<file path="config.mk">
export PLATFORM = sky130hd
export DESIGN_NAME = piso_serializer
export DESIGN_NICKNAME = d
export VERILOG_FILES = /design/src/rtl/serializer_pkg.sv /design/src/rtl/piso_bit_counter.sv /design/src/rtl/piso_serializer.sv
export SDC_FILE = /design/constraint.sdc
export NUM_CORES = 1
export LEC_CHECK = 0
export CORE_UTILIZATION = 50
export DETAILED_ROUTE_END_ITERATION = 8
export PLACE_DENSITY = 0.82
export SLEW_MARGIN = 0
export SYNTH_ARGS = -nofsm -noshare
export SYNTH_HDL_FRONTEND = slang
export SYNTH_SLANG_ARGS = --single-unit
</file>
<file path="constraint.sdc">
create_clock -name clk -period 4.2 [get_ports clk]
set_input_delay 0.84 -clock clk [delete_from_list [all_inputs] [get_ports clk]]
set_output_delay 0.84 -clock clk [all_outputs]
set_load 0.03 [all_outputs]
</file>
<file path="src/rtl/serializer_pkg.sv">
// Shared definitions for the parallel-in/serial-out serializer and its
// companion deserializer: FSM state encodings and the bit-counter width.
package serializer_pkg;

  typedef enum logic [1:0] {
    ST_IDLE   = 2'd0,
    ST_SHIFT  = 2'd1,
    ST_PARITY = 2'd2
  } state_e;

  // Counter width needed to count 0..w-1; never narrower than one bit.
  function automatic int unsigned cnt_width(input int unsigned w);
    return (w < 32'd2) ? 32'd1 : 32'($clog2(w));
  endfunction

endpackage

</file>
<file path="src/rtl/piso_bit_counter.sv">
// Modulo-MODULUS counter with synchronous clear, count enable and a
// terminal-count flag. Shared by the serializer and the deserializer.
module piso_bit_counter
  import serializer_pkg::*;
#(
  parameter int unsigned MODULUS = 8,
  parameter int unsigned CW      = cnt_width(MODULUS)
) (
  input  logic          clk,
  input  logic          rst_n,
  input  logic          i_clear,
  input  logic          i_en,
  output logic [CW-1:0] o_count,
  output logic          o_tc
);

  localparam logic [CW-1:0] LP_LAST = CW'(MODULUS - 32'd1);

  logic [CW-1:0] r_count;

  // Count register: clear has priority, wraps to zero after the last value.
  always_ff @(posedge clk or negedge rst_n) begin
    if (!rst_n) begin
      r_count <= {CW{1'b0}};
    end else if (i_clear) begin
      r_count <= {CW{1'b0}};
    end else if (i_en) begin
      if (r_count == LP_LAST) begin
        r_count <= {CW{1'b0}};
      end else begin
        r_count <= r_count + CW'(1);
      end
    end else begin
      r_count <= r_count;
    end
  end

  assign o_count = r_count;
  assign o_tc    = (r_count == LP_LAST);

endmodule

</file>
<file path="src/rtl/piso_serializer.sv">
// Parallel-in/serial-out serializer feeding the serial shift-register chain.
// A WIDTH-bit word is accepted over load_valid/load_ready and emitted one bit
// per clock on ser_out, qualified by ser_valid, with done on the final bit.
// Back-to-back words stream without a gap.
// Optional feature macro: PIPO_SER_PARITY_EN appends an even-parity bit to
// every frame (frame becomes WIDTH+1 bits, done/load_ready move to it).
module piso_serializer
  import serializer_pkg::*;
#(
  parameter int unsigned WIDTH     = 8,
  parameter bit          LSB_FIRST = 1'b1
) (
  input  logic             clk,
  input  logic             rst_n,
  input  logic             load_valid,
  input  logic [WIDTH-1:0] load_data,
  output logic             load_ready,
  output logic             ser_out,
  output logic             ser_valid,
  output logic             busy,
  output logic             done
);

  localparam int unsigned   CW         = cnt_width(WIDTH);
  localparam logic [CW-1:0] LP_LAST_M1 = CW'(WIDTH - 32'd2);
`ifdef PIPO_SER_PARITY_EN
  localparam bit            LP_PAR_EN  = 1'b1;
`else
  localparam bit            LP_PAR_EN  = 1'b0;
`endif

`ifdef PIPO_SER_PARITY_EN
  // Even parity: the bit that makes the total count of ones even.
  function automatic logic even_parity(input logic [WIDTH-1:0] d);
    return ^d;
  endfunction
`endif

  state_e           r_state;
  state_e           w_state_nxt;
  logic [WIDTH-1:0] r_sreg;
  logic [WIDTH-1:0] w_sreg_nxt;
  logic [WIDTH-1:0] w_load_rest;
  logic [WIDTH-1:0] w_sreg_rest;
  logic             w_load_first;
  logic             w_sreg_first;
  logic             r_ser_out;
  logic             r_ser_valid;
  logic             r_busy;
  logic             r_done;
  logic             w_ser_out_nxt;
  logic             w_ser_valid_nxt;
  logic             w_busy_nxt;
  logic             w_done_nxt;
  logic             w_ready;
  logic             w_accept;
  logic             w_cnt_en;
  logic [CW-1:0]    w_cnt;
  logic             w_tc;
`ifdef PIPO_SER_PARITY_EN
  logic             r_par;
`endif

  piso_bit_counter #(
    .MODULUS (WIDTH),
    .CW      (CW)
  ) u_bit_counter (
    .clk     (clk),
    .rst_n   (rst_n),
    .i_clear (w_accept),
    .i_en    (w_cnt_en),
    .o_count (w_cnt),
    .o_tc    (w_tc)
  );

  assign w_cnt_en   = (r_state == ST_SHIFT);
  assign w_accept   = load_valid & w_ready;
  assign load_ready = w_ready;

  // Ready decode from state and counter only: idle, or the frame's final bit.
  always_comb begin
    w_ready = 1'b0;
    case (r_state)
      ST_IDLE:   w_ready = 1'b1;
      ST_SHIFT:  w_ready = w_tc & ~LP_PAR_EN;
      ST_PARITY: w_ready = LP_PAR_EN;
      default:   w_ready = 1'b0;
    endcase
  end

  // State register.
  always_ff @(posedge clk or negedge rst_n) begin
    if (!rst_n) begin
      r_state <= ST_IDLE;
    end else begin
      r_state <= w_state_nxt;
    end
  end

  // Next-state logic.
  always_comb begin
    w_state_nxt = ST_IDLE;
    case (r_state)
      ST_IDLE: begin
        if (w_accept) begin
          w_state_nxt = ST_SHIFT;
        end else begin
          w_state_nxt = ST_IDLE;
        end
      end
      ST_SHIFT: begin
        if (!w_tc) begin
          w_state_nxt = ST_SHIFT;
        end else if (LP_PAR_EN) begin
          w_state_nxt = ST_PARITY;
        end else if (w_accept) begin
          w_state_nxt = ST_SHIFT;
        end else begin
          w_state_nxt = ST_IDLE;
        end
      end
      ST_PARITY: begin
        if (w_accept) begin
          w_state_nxt = ST_SHIFT;
        end else begin
          w_state_nxt = ST_IDLE;
        end
      end
      default: w_state_nxt = ST_IDLE;
    endcase
  end

  // Bit selection for the configured order: the bit leaving now and the rest.
  always_comb begin
    w_load_first = 1'b0;
    w_sreg_first = 1'b0;
    w_load_rest  = {WIDTH{1'b0}};
    w_sreg_rest  = {WIDTH{1'b0}};
    if (LSB_FIRST) begin
      w_load_first = load_data[0];
      w_load_rest  = {1'b0, load_data[WIDTH-1:1]};
      w_sreg_first = r_sreg[0];
      w_sreg_rest  = {1'b0, r_sreg[WIDTH-1:1]};
    end else begin
      w_load_first = load_data[WIDTH-1];
      w_load_rest  = {load_data[WIDTH-2:0], 1'b0};
      w_sreg_first = r_sreg[WIDTH-1];
      w_sreg_rest  = {r_sreg[WIDTH-2:0], 1'b0};
    end
  end

  // Output decode: next values of the registered outputs from the next state.
  always_comb begin
    w_ser_out_nxt   = 1'b0;
    w_ser_valid_nxt = 1'b0;
    w_busy_nxt      = 1'b0;
    w_done_nxt      = 1'b0;
    if (w_accept) begin
      w_sreg_nxt = w_load_rest;
    end else if (r_state == ST_SHIFT) begin
      w_sreg_nxt = w_sreg_rest;
    end else begin
      w_sreg_nxt = r_sreg;
    end
    case (w_state_nxt)
      ST_SHIFT: begin
        w_ser_valid_nxt = 1'b1;
        w_busy_nxt      = 1'b1;
        w_ser_out_nxt   = w_accept ? w_load_first : w_sreg_first;
        // Final data bit is the one following count WIDTH-2.
        w_done_nxt      = ~LP_PAR_EN & ~w_accept &
                          (r_state == ST_SHIFT) & (w_cnt == LP_LAST_M1);
      end
`ifdef PIPO_SER_PARITY_EN
      ST_PARITY: begin
        w_ser_valid_nxt = 1'b1;
        w_busy_nxt      = 1'b1;
        w_ser_out_nxt   = r_par;
        w_done_nxt      = 1'b1;
      end
`endif
      default: begin
        w_ser_out_nxt   = 1'b0;
        w_ser_valid_nxt = 1'b0;
        w_busy_nxt      = 1'b0;
        w_done_nxt      = 1'b0;
      end
    endcase
  end

  // Shift register and parity capture; load_data sampled only on accept.
  always_ff @(posedge clk or negedge rst_n) begin
    if (!rst_n) begin
      r_sreg <= {WIDTH{1'b0}};
`ifdef PIPO_SER_PARITY_EN
      r_par  <= 1'b0;
`endif
    end else begin
      r_sreg <= w_sreg_nxt;
`ifdef PIPO_SER_PARITY_EN
      if (w_accept) begin
        r_par <= even_parity(load_data);
      end else begin
        r_par <= r_par;
      end
`endif
    end
  end

  // Registered serial outputs.
  always_ff @(posedge clk or negedge rst_n) begin
    if (!rst_n) begin
      r_ser_out   <= 1'b0;
      r_ser_valid <= 1'b0;
      r_busy      <= 1'b0;
      r_done      <= 1'b0;
    end else begin
      r_ser_out   <= w_ser_out_nxt;
      r_ser_valid <= w_ser_valid_nxt;
      r_busy      <= w_busy_nxt;
      r_done      <= w_done_nxt;
    end
  end

  assign ser_out   = r_ser_out;
  assign ser_valid = r_ser_valid;
  assign busy      = r_busy;
  assign done      = r_done;

endmodule
</file>
After elaboration in Yosys (flattened, before gate mapping)
Index checks and enable logic that the tools add are counted.
Widths: inputs -> output; s select.
- logic and storage cells: 32
- input port bits: 11
- output and inout port bits: 5
- flip-flop bits (word level): 16
- bitwise logic cells: 4
- equal/unequal tests: 5
- reduce and logical (&&, ||, !) cells: 3
- add/subtract/negate cells: 1
- mux-type cells: 13
- operators by type and width (operator ; number):
    $mux 8 ; 2
    $mux 3 ; 3
    $eq 3x3->1 const B ; 2
    $mux 1 ; 6
    $pmux 1 s2 ; 2
    $add 3x1->3 const B ; 1
    $and 1x1->1 ; 3
    $eq 2x1->1 const B ; 1
    $eq 2x2->1 const B ; 1
    $logic_not 2->1 ; 1
    $reduce_bool 2->1 ; 1
    $reduce_or 2->1 ; 1
    $eq 1x1->1 const B ; 1
    $not 1->1 ; 1

Longest topological paths before layout
Gate-level depths: netlist of the first run.
- depth in word-level cells: 8
- mapped depth: 6

Hierarchy
Synthesis of the first run repeated with hierarchy kept, for this count alone.
- cell total of the unflattened synthesis: 62
- area, all modules: 688.2 um^2
- modules (own cells, without submodules) (module ; sequential area each (um^2) ; instances ; cells an instance ; area each (um^2)):
    piso_serializer ; 250.2 ; 1 ; 50 ; 536.8
    piso_bit_counter ; 75.1 ; 1 ; 12 ; 151.4

Worst setup path before layout of the first run
Ideal clock, no wire load.
- kind: register -> output
- start point: register u_bit_counter.r_count[0], in the netlist u_bit_counter.o_count[0]
- end point: output port load_ready
- buffers on the path: 1
- setup slack: 2.219 ns
- required time: 3.360 ns
- arrival: 1.141 ns
- stages on the path, launching flop included: 5
- path through: dfrtp_1 > ha_1 > ha_1 > nand2b_2 > buf_6
- word-level cells in the longest chain between the ends: 2
- ends and longest elaborated chain (element ; RTL line ; text):
    from (decl) ; piso_bit_counter.sv:19 ; logic [CW-1:0] r_count;
    from (signal assigned) ; piso_bit_counter.sv:24 ; r_count <= {CW{1'b0}};
    from (signal assigned) ; piso_bit_counter.sv:26 ; r_count <= {CW{1'b0}};
    from (signal assigned) ; piso_bit_counter.sv:29 ; r_count <= {CW{1'b0}};
    $eq 3x3->1 ; piso_bit_counter.sv:39 ; assign o_tc = (r_count == LP_LAST);
    $pmux 1 s2 ; piso_serializer.sv:83 ; case (r_state)
    to (decl) ; piso_serializer.sv:17 ; output logic load_ready,
Every way passes these cells.

Worst setup path after layout of the first run
Ends and elaborated chain as after synthesis.

==> results of run 1 <==
-- report_power, final --
part / internal, W / leakage [nW] / switching, W
Clock: 0.0000369 / 0.0150 / 0.0000396
Sequential: 0.000177 / 0.163 / 0.0000473
Combinational: 0.000139 / 0.223 / 0.000139
Total: 0.000353 / 0.401 / 0.000225
-- layout by cell type (no fill, tap or decap), types with 2 or more instances in the layout --
| cell type | n |
|---|---|
| sky130_fd_sc_hd__nand2_1 | 11 |
| sky130_fd_sc_hd__o221a_2 | 3 |
| sky130_fd_sc_hd__o221a_1 | 3 |
| sky130_fd_sc_hd__ha_1 | 3 |
| sky130_fd_sc_hd__dfrtp_1 | 13 |
| sky130_fd_sc_hd__clkbuf_4 | 3 |
| sky130_fd_sc_hd__o21ai_0 | 3 |
| sky130_fd_sc_hd__mux2i_1 | 6 |
| sky130_fd_sc_hd__nor2_1 | 2 |
| sky130_fd_sc_hd__inv_1 | 3 |
| sky130_fd_sc_hd__clkdlybuf4s50_1 | 15 |
-- how the worst max path moves through the flow --
| stage | startpoint | endpoint | depth (start not counted) |
|---|---|---|---|
| after global routing | u_bit_counter.o_count[0] | load_ready | 4 |
| after global placement | u_bit_counter.o_count[0] | load_ready | 4 |
| after floorplan | u_bit_counter.o_count[0] | load_ready | 4 |
| after CTS | u_bit_counter.o_count[0] | load_ready | 4 |
| after detailed placement | u_bit_counter.o_count[0] | load_ready | 4 |
| final | u_bit_counter.o_count[0] | load_ready | 4 |
-- area by class of cell --
type,instances,area (um2),area share (%)
inverter,3,11.26,1.376
tap,14,17.52,2.141
clock buffer,4,26.28,3.211
sequential,13,325.3,39.76
multi-input combinational,39,287.8,35.17
timing repair buffer,15,150.1,18.35
-- critical path, delay by kind of cell (launching register included) --
kind,cells,cell delay [ns]
adders and majority gates,2,0.42
buffers and inverters,1,0.66
DFF,1,0.41
and+or+nand+nor,1,0.30
-- through the flow --
stage / util (%) / instances
floorplan: - / 58
finish: 70.78 / 88
detailed placement: 68.51 / 84
global placement: 68.51 / 84
global route: 70.78 / 88
CTS: 70.78 / 88
-- registers in the layout (all words and copies together) (netlist names) --
signal / cells
ser_out: 1
u_bit_counter.o_count: 3
busy: 1
r_sreg: 7
done: 1
-- kinds of logic after synthesis --
group / after synthesis / share of synthesized area (%)
AOI/OAI and AO/OA: 13 / 17.40
adders and majority gates: 3 / 5.737
buffers and inverters: 6 / 6.310
DFF: 13 / 49.71
muxes: 6 / 9.178
and+or+nand+nor: 17 / 11.66
-- metal layers --
| metal | share of wire (%) | wire (um) | up-vias | GRT usage (%) |
|---|---|---|---|---|
| li1 | - | - | 241 | - |
| met1 | 46 | 510 | 234 | 26.22 |
| met2 | 45 | 492 | 15 | 27.54 |
| met3 | 6.6 | 72 | 3 | 6.977 |
| met4 | 2.0 | 22 | 0 | 8.036 |
| met5 | 0 | 0 | - | 0 |
==> results by group, run 1 <==
Run status
  – Run status: completed

Timing
  – Worst-margin pin slew: 0.5600 ns
  – Slack of the critical path: approximately 1.3 ns
  – Post-layout min period: 2.901 ns
  – Count of final hold-check violations: 0
  – Fmax: about 340 MHz
  – Clk_skew: 0.005537 ns
  – Worst hold slack after final layout: 0.5327 ns
  – Worst slew margin relative to its limit: between 60 and 70%
  – Final clock period utilization by the worst path: 69.07%
  – Final max-slew violation count: 0
  – Final setup violation count: 0
  – RSZ-0062 raised after global routing: no
  – Setup TNS: 0 ns

Synthesis
  – Count of state elements after synthesis: 13
  – Unique masters post-synth: 19
  – Cell types with the highest counts after synthesis: sky130_fd_sc_hd__dfrtp_1 (13), sky130_fd_sc_hd__nand2_1 (11), sky130_fd_sc_hd__mux2i_1 (6)
  – Post-synthesis async set-or-reset flop share: 100.0%
  – Synthesized Nets: 72
  – Mean cell area of the mapped netlist: ~11 um2
  – Synthesis Warnings: 0
  – Post-synthesis instance total: 58
  – Portion of synthesized cell area occupied by the leading cell type: 49.71%
  – Leading cell types by total area after synthesis: sky130_fd_sc_hd__dfrtp_1 (50%), sky130_fd_sc_hd__mux2i_1 (9.2%), sky130_fd_sc_hd__nand2_1 (6.3%)
  – Most used flip-flop cell after synthesis: sky130_fd_sc_hd__dfrtp_1
  – Portion of the post-synthesis area used by sequential elements: between 40% and 50%
  – Cell type contributing the most total cell area after synthesis: sky130_fd_sc_hd__dfrtp_1
  – Cell with the most instances after synthesis: sky130_fd_sc_hd__dfrtp_1
  – Number of enable flip-flop cells after synthesis: 0
  – Post-synthesis instance area: 654.4 um2

Global routing
  – Maximum number of pins on one net before global-route repair: 16
  – All-Layer GR Usage: between 10% and 20%
  – Number of global-route vias before repair: 445
  – Global-route wire length before repair: 1.897 mm
  – Antenna violations before repair: 0
  – Aggregate global routing overflow: 0

Die
  – Core region area: 0.001156 mm2
  – Horizontal die dimension: 38.18 um
  – Number of ports placed on the die boundary: 16
  – # rows: 12
  – Total Die Area: about 0.0015 mm2
  – Initial standard-cell utilization of the core: between 50% and 60%
  – Vertical die dimension: 38.18 um

Placement
  – Number of buffers added on ports: 15
  – Post-detailed-placement cell area: 792.0 um2
  – DP HPWL: ~800 um
  – Routability congestion estimate: about 0.76
  – Setup WS pre-CTS: 1.590 ns

Detailed routing
  – Drt total wl: 1.098 mm
  – Detailed-route via count: between 400 and 500
  – Routed via count divided by cell count: about 5.6
  – Drt wl/cell: 12.48 um
  – First-pass iteration count of the detailed router: 4
  – Number of design-rule violations left by the first detailed-router iteration: 9
  – Post-detailed-route DRC marker count: 0
  – Number of nets with antenna violations after routing: 0

Clock network
  – Hold Buf Count CTS: 0
  – TritonCTS clock tree: yes
  – Sinks on the clock net: 13
  – Reg clk slew, reported paths: 0.07 ns
  – Buffers inserted by post-CTS timing repair: 0
  – Number of buffers created by CTS: 3
  – Maximum clock path buffer count: 2
  – Post-cts resize count: 0
  – Latest clock arrival within the worst-skew pair: 0.28 ns
  – Root buf cell: sky130_fd_sc_hd__clkbuf_4
  – # H-tree levels: 1

Job
  – Count of maximum capacitance violations: 0

Critical path
  – Critical Path Most Common Cell: sky130_fd_sc_hd__ha_1
  – Crit-path max FO: 14
  – Critical Path, Cell by Cell: ha_1 -> ha_1 -> nand2b_2 -> clkdlybuf4s50_1
  – Critical path's slowest cell: sky130_fd_sc_hd__clkdlybuf4s50_1
  – Depth of the worst register-to-register path: 5
  – Reg2Reg Launch Point: u_bit_counter.o_count[0]
  – Worst Path Arrival: 2.06 ns
  – Startpoint class of the critical path: flop
  – Flop-to-flop setup slack: 2.53 ns
  – RR Endpoint: r_sreg[3]
  – Data required time at the worst endpoint: 3.36 ns
  – Type of element capturing the critical path: primary output
  – Maximum cell stage delay along the critical path: 0.66 ns
  – Critical path start-end classification: reg -> out

Worst hold path
  – Number of cells traversed by the worst hold path: 1
  – Worst Hold Endpoint: r_sreg[6]
  – Worst min-delay path class: reg -> reg
  – Launch point of the worst hold path: r_sreg[6]

Finish
  – Layout Cell Area excl Fill: 818.3 um2
  – Post-layout nets: 89
  – Share of layout cells above drive strength 1: 9.459%
  – Number of antenna repair diodes: 0
  – Layout area overhead: 25.05%
  – Number of fillers in the final layout: 94

Power and ir drop
  – Sum of internal, switching and leakage power: 0.0005782 W
  – Max IR drop VDD: 0.4107 mV
  – Leakage power total: 0.4007 nW
  – Power per standard cell area: 706.6 mW/mm2
(Power assumes the default switching activity.)
==> inputs of run 2 (changes only) <==
--- a/config.mk
+++ b/config.mk
@@ -5,9 +5,9 @@
 export SDC_FILE = /design/constraint.sdc
 export NUM_CORES = 1
 export LEC_CHECK = 0
-export CORE_UTILIZATION = 50
+export CORE_UTILIZATION = 46
 export DETAILED_ROUTE_END_ITERATION = 8
-export PLACE_DENSITY = 0.82
+export PLACE_DENSITY = 0.76
 export SLEW_MARGIN = 0
 export SYNTH_ARGS = -nofsm -noshare
 export SYNTH_HDL_FRONTEND = slang
==> constraint.sdc (replaced) <==
create_clock -name clk -period 2.7 [get_ports clk]
set_input_delay 0.54 -clock clk [delete_from_list [all_inputs] [get_ports clk]]
set_output_delay 0.54 -clock clk [all_outputs]
set_load 0.03 [all_outputs]
==> run 2 against run 1 <==
- utilization fell by 8.0 points
- design area rose by 1.1%
- final cell count rose by 2.3%
- wire length rose by 6.2%
- worst setup slack got worse by 1.0 ns
- register-to-register slack got worse by 1.5 ns
- clock power rose by 54%
- sequential power rose by 55%
- via count fell by 0.81%
- worst hold slack got worse by 0.0042 ns
- highest routed layer unchanged
==> results by group, run 2 (synthesized netlist as in run 1, its figures left out) <==
Detailed routing
  – Routed via count divided by cell count: 5.433 (-3.0%)
  – Number of nets with antenna violations after routing: 0 (unchanged)
  – Detailed-route via count: 489 (-0.81%)
  – Number of design-rule violations left by the first detailed-router iteration: 3 (-6)
  – First-pass iteration count of the detailed router: 2 (-2)
  – Drt wl/cell: 12.96 um (+3.8%)
  – Drt total wl: 1.166 mm (+6.2%)
  – Post-detailed-route DRC marker count: 0 (unchanged)

Critical path
  – Crit-path max FO: 4 (-10)
  – Startpoint class of the critical path: flop
  – Data required time at the worst endpoint: 2.16 ns (-1.20 ns)
  – Type of element capturing the critical path: primary output
  – Worst Path Arrival: 1.90 ns (-0.16 ns)
  – Critical path start-end classification: reg -> out

Global routing
  – Number of global-route vias before repair: 397 (-11%)
  – Global-route met2 utilization: 25.41% (-2.1 points)
  – Global-route wire length before repair: 1.849 mm (-2.5%)
  – Maximum number of pins on one net before global-route repair: 16 (unchanged)
  – Fraction of met1 tracks used by global routing: 26.88% (+0.66 points)
  – All-Layer GR Usage: 18.92% (-0.41 points)
  – Met3 track demand over resource in global routing: 8.523% (+1.5 points)
  – GR peak layer: met1
  – Aggregate global routing overflow: 0 (unchanged)
  – Antenna violations before repair: 0 (unchanged)

Die
  – Number of ports placed on the die boundary: 16 (unchanged)
  – Initial standard-cell utilization of the core: 49.67% (-6.9 points)
  – Vertical die dimension: 39.72 um (+4.0%)
  – Core region area: 0.001318 mm2 (+14%)
  – Total Die Area: 0.001577 mm2 (+8.2%)
  – # rows: 13 (+1)
  – Horizontal die dimension: 39.72 um (+4.0%)

Clock network
  – Buffers inserted by post-CTS timing repair: 0 (unchanged)
  – Latest clock arrival within the worst-skew pair: 0.27 ns (about the same)
  – Post-cts resize count: 0 (unchanged)
  – Number of buffers created by CTS: 3 (unchanged)
  – TritonCTS clock tree: yes
  – Maximum clock path buffer count: 2 (unchanged)
  – Hold Buf Count CTS: 0 (unchanged)
  – # H-tree levels: 1 (unchanged)
  – Sinks on the clock net: 13 (unchanged)
  – Root buf cell: sky130_fd_sc_hd__clkbuf_4
  – Reg clk slew, reported paths: 0.08 ns (about the same)

Placement
  – Routability congestion estimate: 0.7037 (-6.9%)
  – DP HPWL: 780.2 um (-2.0%)
  – Setup WS pre-CTS: 0.5772 ns (-1.012 ns)
  – # placed instances: 86 (+2.4%)
  – Number of buffers added on ports: 15 (unchanged)

Timing
  – Slack of the critical path: 0.2633 ns (-1.036 ns)
  – Worst hold slack after final layout: 0.5285 ns (-0.004202 ns)
  – Worst slew margin relative to its limit: 61.33% (-1.2 points)
  – Final setup violation count: 0 (unchanged)
  – Fmax: 410.4 MHz
  – Post-layout min period: 2.437 ns
  – Final clock period utilization by the worst path: 90.25%
  – Final max-slew violation count: 0 (unchanged)
  – Clk_skew: 0.003779 ns (-0.001757 ns)
  – RSZ-0062 raised after global routing: no
  – Worst-margin pin slew: 0.5782 ns (+0.01824 ns)
  – Count of final hold-check violations: 0 (unchanged)
  – Setup TNS: 0 ns (unchanged)

Finish
  – Highest-count cells in the layout ignoring fill and taps: sky130_fd_sc_hd__clkdlybuf4s50_1 (15), sky130_fd_sc_hd__dfrtp_1 (13), sky130_fd_sc_hd__nand2_1 (11), sky130_fd_sc_hd__mux2i_1 (6)
  – Final standard cell count with taps included and fillers excluded: 90 (+2.3%)
  – Number of antenna repair diodes: 0 (unchanged)
  – Share of layout cells above drive strength 1: 10.67% (+1.2 points)
  – Post-layout nets: 90 (+1.1%)
  – Flip-flop count of the largest register after layout: 7 (unchanged)
  – Layout area overhead: 26.39%
  – Most common cell after layout, fill and taps aside: sky130_fd_sc_hd__clkdlybuf4s50_1
  – Number of fillers in the final layout: 105 (+12%)
  – Register containing the most flip-flops in the final layout: r_sreg

Power and ir drop
  – Power per standard cell area: 1112 mW/mm2 (+57%)
  – Max IR drop VDD: 0.5840 mV (+42%)
  – Leakage power total: 0.4059 nW (+1.3%)

Run status
  – Run status: completed

Job
  – Count of maximum capacitance violations: 0 (unchanged)

Worst hold path
  – Worst min-delay path class: reg -> reg
## run 2: cell types whose count changed in the layout (fill, tap and decap cells not counted), sizes merged
cell	delta
buf	+1
## run 2: cell type report
cell class                 instances  area (um2)  share of cell area [%]
sequential                        13       325.3                   39.33
multi-input combinational         39       287.8                   34.80
timing repair buffer              16       157.7                   19.06
clock buffer                       4       26.28                   3.177
tap                               15       18.77                   2.269
inverter                           3       11.26                   1.362
## run 2: layer usage
| metal | part of all wire (%) | up-vias |
|---|---|---|
| li1 | - | 242 |
| met4 | 0.94 | 0 |
| met1 | 52 | 231 |
| met2 | 41 | 14 |
| met5 | 0 | - |
| met3 | 5.6 | 2 |
## run 2: final timing paths
check	slack, ns	cells after the start	from	to
worst max register to register	0.98	6	u_bit_counter.o_count[0]	r_sreg[5]
worst min-delay path	0.53	1	u_bit_counter.o_count[0]	u_bit_counter.o_count[0]
worst min register to register	0.53	1	u_bit_counter.o_count[0]	u_bit_counter.o_count[0]
worst max-delay path	0.26	4	u_bit_counter.o_count[0]	load_ready
min in group asynchronous	0.63	1	rst_n	r_sreg[0]
max in group asynchronous	1.69	1	rst_n	r_sreg[5]
## run 2: metrics by stage
stage / util, % / cell area [um2] / power, W
2_1_floorplan: - / 654.4 / 0.0006882
3_3_place_gp: 60.78 / 800.8 / 0.0007970
3_5_place_dp: 60.78 / 800.8 / 0.0008022
4_1_cts: 62.77 / 827.0 / 0.0009268
5_1_grt: 62.77 / 827.0 / 0.0009959
6_report: 62.77 / 827.0 / 0.0009200
## run 2: where the power goes
| group | total (W) | internal [W] | switching, W |
|---|---|---|---|
| Clock | 0.000118 | 0.0000572 | 0.0000604 |
| Combinational | 0.000454 | 0.000229 | 0.000225 |
| Sequential | 0.000348 | 0.000275 | 0.0000733 |
## run 2: worst max-delay path: stages (launching register included)
cell                              delay, ns
sky130_fd_sc_hd__dfrtp_1               0.41
sky130_fd_sc_hd__ha_1                  0.22
sky130_fd_sc_hd__ha_1                  0.20
sky130_fd_sc_hd__nand2b_2              0.19
sky130_fd_sc_hd__clkdlybuf4s50_1       0.61
==> inputs of run 3 (changes only) <==
--- a/config.mk
+++ b/config.mk
@@ -12,3 +12,4 @@
 export SYNTH_ARGS = -nofsm -noshare
 export SYNTH_HDL_FRONTEND = slang
 export SYNTH_SLANG_ARGS = --single-unit
+export TNS_END_PERCENT = 30
==> results of run 3 <==
The final DEF is identical to that of run 2; final timing and power are the same.
==> RTL edit 1: new RTL, flow settings as in run 3 <==
The option `PIPO_SER_PARITY_EN` is turned on by a define.
--- a/src/rtl/piso_serializer.sv
+++ b/src/rtl/piso_serializer.sv
@@ -4,6 +4,8 @@
 // Back-to-back words stream without a gap.
 // Optional feature macro: PIPO_SER_PARITY_EN appends an even-parity bit to
 // every frame (frame becomes WIDTH+1 bits, done/load_ready move to it).
+`define PIPO_SER_PARITY_EN
+
 module piso_serializer
   import serializer_pkg::*;
 #(
Function: changed (Yosys sat finds a counterexample within 10 cycles, from zero or initial values and one cycle with rst_n low).
==> RTL edit 1 against run 3 <==
Critical path depth fell by 2; critical endpoint unchanged; cell area increased by 12%; area after synthesis is 17% higher; global-route usage is 0.69 points lower; sequential cell count up 3; count of clock-buffer cells in the layout fell by 1; largest power group is now sequential cells; wire length up 20%; total power up 4.4%; via count grew 15%; worst setup slack better by 0.34 ns.
==> RTL edit 1: results (changes against run 3) <==
* WL/cell at 13.4 um (+3.3%)
* Worst Clk Skew at 0.000863 ns (-0.00292 ns)
* Worst R2R Path Depth at 5 (-1)
* Status: finished, final reports clean
* Largest net degree at the start of global routing at 17 (+1)
* Vias per std cell at 5.36 (-1.3%)
* # nets final at 104 (+16%)
* Pleak at 0.393 nW (-3.1%)
* Sequential share of the synthesized area at 52.4% (+2.7 points)
* Routability cong. at 0.700 (-0.50%)
* Hold path depth at 2 (+1)
* Final HPWL DP at 1090 um (+39%)
* Worst slew pin tran at 0.703 ns (+0.125 ns)
* DR iter-0 viols at 9 (+6)
* Syn_nets at 88 (+22%)
* Arrival @ worst endpoint at 1.56 ns (-0.34 ns)
* Layout cells sized above 1 at 4.49% (-6.2 points)
* Worst Hold Class: reg2reg
* Hold wc startpoint: r_par$_DFFE_PN0P_
* Worst vdd ir at 0.609 mV (+4.2%)
* TritonRoute pass-1 iters at 4 (+2)
* Total GRT Usage at 18.2% (-0.69 points)
* Top cells by area, synth: dfrtp_1, xnor2_1, mux2i_1
* CP Max Fanout at 8 (+4)
* CP max stage delay at 0.68 ns (+0.07 ns)
* Synth cell count leaders: dfrtp_1, nor2_1, xnor2_1
[RTL edit 1: cell count changes after synthesis, sizes merged, moves of 2 or more]
| cell | run 3 | this run |
|---|---|---|
| nor2 | 2 | 13 |
| o21ai | 3 | 6 |
| o22ai | 1 | 6 |
| a21oi | 0 | 2 |
| dfrtp | 13 | 16 |
| xnor2 | 0 | 7 |
| o221a | 6 | 0 |
| nand2 | 11 | 5 |
[RTL edit 1: cells by family (layout without fill, tap and decap cells)]
logic type / Yosys count / after routing / share of synthesized area, %
muxes: 5 / 5 / 6.55
DFF: 16 / 16 / 52.4
AOI/OAI and AO/OA: 15 / 15 / 11.1
xor gates and xnor gates: 7 / 7 / 8.02
and+or+nand+nor: 23 / 23 / 13.6
adders and majority gates: 2 / 2 / 3.27
buffers and inverters: 7 / 21 / 5.07
[RTL edit 1: worst register-to-register path, stage by stage (launching register included)]
cell and delay [ns]:
dfrtp_1 0.41, ha_1 0.20, ha_1 0.24, nor3_1 0.18, a21oi_1 0.05, o21ai_0 0.15
[RTL edit 1: per-layer routing]
layer	track usage, %	vias up	routed length, um
li1	-	281	-
met1	23.1	268	639
met2	30.0	12	699
met3	3.83	2	51
met4	7.50	0	14
met5	0	-	0
[RTL edit 1: cell type report]
cell class,instances,area [um2]
clock buffers,3,22.5
fillers,129,594
inverters,3,11.3
multi-input cells,52,325
flip-flops and latches,16,400
well taps,16,20.0
repair buffers,15,150
[RTL edit 1: worst max path at each step]
stage / cells after the start / endpoint / slack (ns) / startpoint
2_1_floorplan: 1 / ser_valid / 1.46 / busy$_DFF_PN0_
3_3_place_gp: 4 / r_sreg[5]$_DFFE_PN0P_ / 0.90 / load_valid
3_5_place_dp: 4 / r_sreg[5]$_DFFE_PN0P_ / 0.90 / load_valid
4_1_cts: 2 / load_ready / 0.60 / r_state[0]$_DFF_PN0_
5_1_grt: 2 / load_ready / 0.54 / r_state[0]$_DFF_PN0_
6_report: 2 / load_ready / 0.60 / r_state[0]$_DFF_PN0_
[RTL edit 1: power by group]
group          switching, W  internal (W)  leakage (nW)
clock             0.0000710     0.0000516        0.0138
combinational      0.000231      0.000187         0.184
sequential        0.0000758      0.000344         0.195
total              0.000378      0.000582         0.393
[RTL edit 1: stage by stage]
stage               hold slack [ns]  std cells  power, W  instance area (um2)  worst slack [ns]
floorplan                     0.244         75  0.000726                  764              1.46
global placement              0.477        102  0.000829                  907             0.897
detailed placement            0.481        102  0.000844                  907             0.902
CTS                           0.499        105  0.000965                  930             0.596
global route                  0.537        105   0.00104                  930             0.537
finish                        0.497        105  0.000960                  930             0.602
==> RTL edit 2: new RTL, flow settings as in run 3 <==
Without the edit above. The 3 states of `state_e` get a one-hot encoding in 3 bits.
--- a/src/rtl/serializer_pkg.sv
+++ b/src/rtl/serializer_pkg.sv
@@ -2,10 +2,10 @@
 // companion deserializer: FSM state encodings and the bit-counter width.
 package serializer_pkg;
 
-  typedef enum logic [1:0] {
-    ST_IDLE   = 2'd0,
-    ST_SHIFT  = 2'd1,
-    ST_PARITY = 2'd2
+  typedef enum logic [2:0] {
+    ST_IDLE   = 3'b001,
+    ST_SHIFT  = 3'b010,
+    ST_PARITY = 3'b100
   } state_e;
 
   // Counter width needed to count 0..w-1; never narrower than one bit.
Function: same outputs for any inputs over 10 cycles, from zero or initial values and one cycle with rst_n low; not proved beyond that.
==> RTL edit 2 against run 3 <==
Area after synthesis grew 23%; wire length rose by 2.3%; total power increased by 22%; critical endpoint unchanged; via count grew 7.6%; worst setup slack got worse by 0.16 ns; cell area is 20% higher; the run now ends with DRC left; sequential cell count grew 2.
==> RTL edit 2: results (changes against run 3) <==
* Status: finished, violations left
* Failing checks: DRC
* DRC Markers at 5 (+5)
* Synth Instances at 64 (+10%)
* Vias in the first global route at 521 (+31%)
* Yosys warning count at 0 (unchanged)
* WL/cell at 12.2 um (-6.0%)
* Biggest register: r_sreg
* Largest net degree at the start of global routing at 16 (unchanged)
* WL final at 1190 um (+2.3%)
* Top cells by area, synth: dfrtp_1, mux2_2, ha_1
* Highest-delay cell along the critical path: clkdlybuf4s50_1
* Yosys cell types at 20 (+1)
* Vias post-DR at 526 (+7.6%)
* Number of post-CTS setup repair buffers at 0 (unchanged)
* Layout cells sized above 1 at 28.0% (+17 points)
* Sequential share of the synthesized area at 46.9% (-2.8 points)
* H-tree Lvls at 1 (unchanged)
* Arrival @ worst endpoint at 2.06 ns (+0.16 ns)
* First-pass GRT wire length at 2220 um (+20%)
* CP Max Fanout at 7 (+3)
* Initial antenna violation count at 0 (unchanged)
* Count of input and output buffers at 15 (unchanged)
* Syn_nets at 80 (+11%)
* # resized after CTS at 0 (unchanged)
* Worst vdd ir at 0.727 mV (+24%)
* Largest register FFs at 7 (unchanged)
* Final Hold Viols at 0 (unchanged)
* Clk slew on worst S/H paths at 0.09 ns
* Delay-heaviest family, CP: buffers and inverters
* Worst Hold Class: reg2reg
* CP max stage delay at 0.67 ns (+0.06 ns)
* Ys async rst share at 100% (unchanged)
* Filler cells at 125 (+19%)
* Post-Place Cells at 94 (+9.3%)
* Pleak at 0.456 nW (+12%)
* Total GRT Usage at 16.2% (-2.7 points)
* Ant diodes at 0 (unchanged)
* Maximum buffer depth of the clock tree at 2 (unchanged)
* Cts bufs inserted at 3 (unchanged)
* DR iter-0 viols at 6 (+3)
* Worst slew pin tran at 0.650 ns (+0.0719 ns)
* Routability cong. at 0.792 (+13%)
* TritonRoute pass-1 iters at 5 (+3)
* # nets final at 99 (+10%)
* Worst Clk Skew at 0.00304 ns (-0.000737 ns)
* Final HPWL DP at 889 um (+14%)
* Clk Latency, worst-skew pair at 0.29 ns (+0.02 ns)
* Root buffer cell: clkbuf_4
* Synth cell count leaders: dfrtp_1, mux2_2, nor2_1
-- RTL edit 2: cell count changes after synthesis, sizes merged, moves of 3 or more --
cell   delta
o21ai     -3
mux2i     -3
o221a     -6
nor2      +6
mux2     +14
nand2    -11
-- RTL edit 2: through the flow --
| stage | setup slack, ns | total power (W) | cell area, um2 | util (%) | hold WS, ns |
|---|---|---|---|---|---|
| detailed placement | 0.423 | 0.00100 | 965 | 61.2 | 0.547 |
| finish | 0.0988 | 0.00112 | 992 | 62.9 | 0.560 |
| global route | 0.00787 | 0.00121 | 992 | 62.9 | 0.610 |
| floorplan | 0.791 | 0.000865 | 803 | - | 0.244 |
| global placement | 0.438 | 0.000984 | 965 | 61.2 | 0.548 |
| CTS | 0.0907 | 0.00113 | 992 | 62.9 | 0.559 |
-- RTL edit 2: path summary, 6_finish.rpt --
kind,start,end,slack [ns],cells after the start
setup / recovery,r_state[0]$_DFF_PN1_,load_ready,0.1,4
hold / removal,u_bit_counter.o_count[2]$_DFFE_PN0P_,done$_DFF_PN0_,0.56,2
setup reg to reg,r_state[0]$_DFF_PN1_,r_sreg[2]$_DFFE_PN0P_,0.70,4
hold reg to reg,u_bit_counter.o_count[2]$_DFFE_PN0P_,done$_DFF_PN0_,0.56,2
max in group asynchronous,rst_n,u_bit_counter.o_count[2]$_DFFE_PN0P_,1.64,1
min in group asynchronous,rst_n,r_state[1]$_DFF_PN0_,0.64,1
-- RTL edit 2: layer usage --
layer | share of wire, % | global-route usage [%]
met5 | 0 | 0
met2 | 46 | 23.9
met4 | 4.4 | 12.5
met3 | 5.2 | 3.75
met1 | 45 | 20.5
-- RTL edit 2: final cells by class --
class | instances | area, um2 | area share (%)
multi-input cells | 41 | 384 | 38.7
flip-flops and latches | 15 | 377 | 38.0
repair buffers | 17 | 165 | 16.6
clock buffers | 3 | 22.5 | 2.27
well taps | 16 | 20.0 | 2.02
inverters | 5 | 18.8 | 1.89
clock inverters | 1 | 5.00 | 0.504
-- RTL edit 2: kinds of logic after synthesis --
family                   after synthesis  synth area share (%)
flip-flops                            15                  46.9
multiplexers                          17                  25.2
adder cells (fa/ha/maj)                5                  7.79
buffers and inverters                  8                  5.30
AND/OR/NAND/NOR                       15                  10.7
AO/OA/AOI/OAI                          4                  4.05
-- RTL edit 2: where the power goes --
group	leakage (nW)	switching, W	internal [W]
Combinational	0.250	0.000295	0.000332
Clock	0.0177	0.0000744	0.0000552
Sequential	0.188	0.0000414	0.000325
-- RTL edit 2: worst min-delay path: stages (launching register included) --
cell	delay, ns
dfrtp_1	0.41
nand3_1	0.07
nor4b_1	0.05
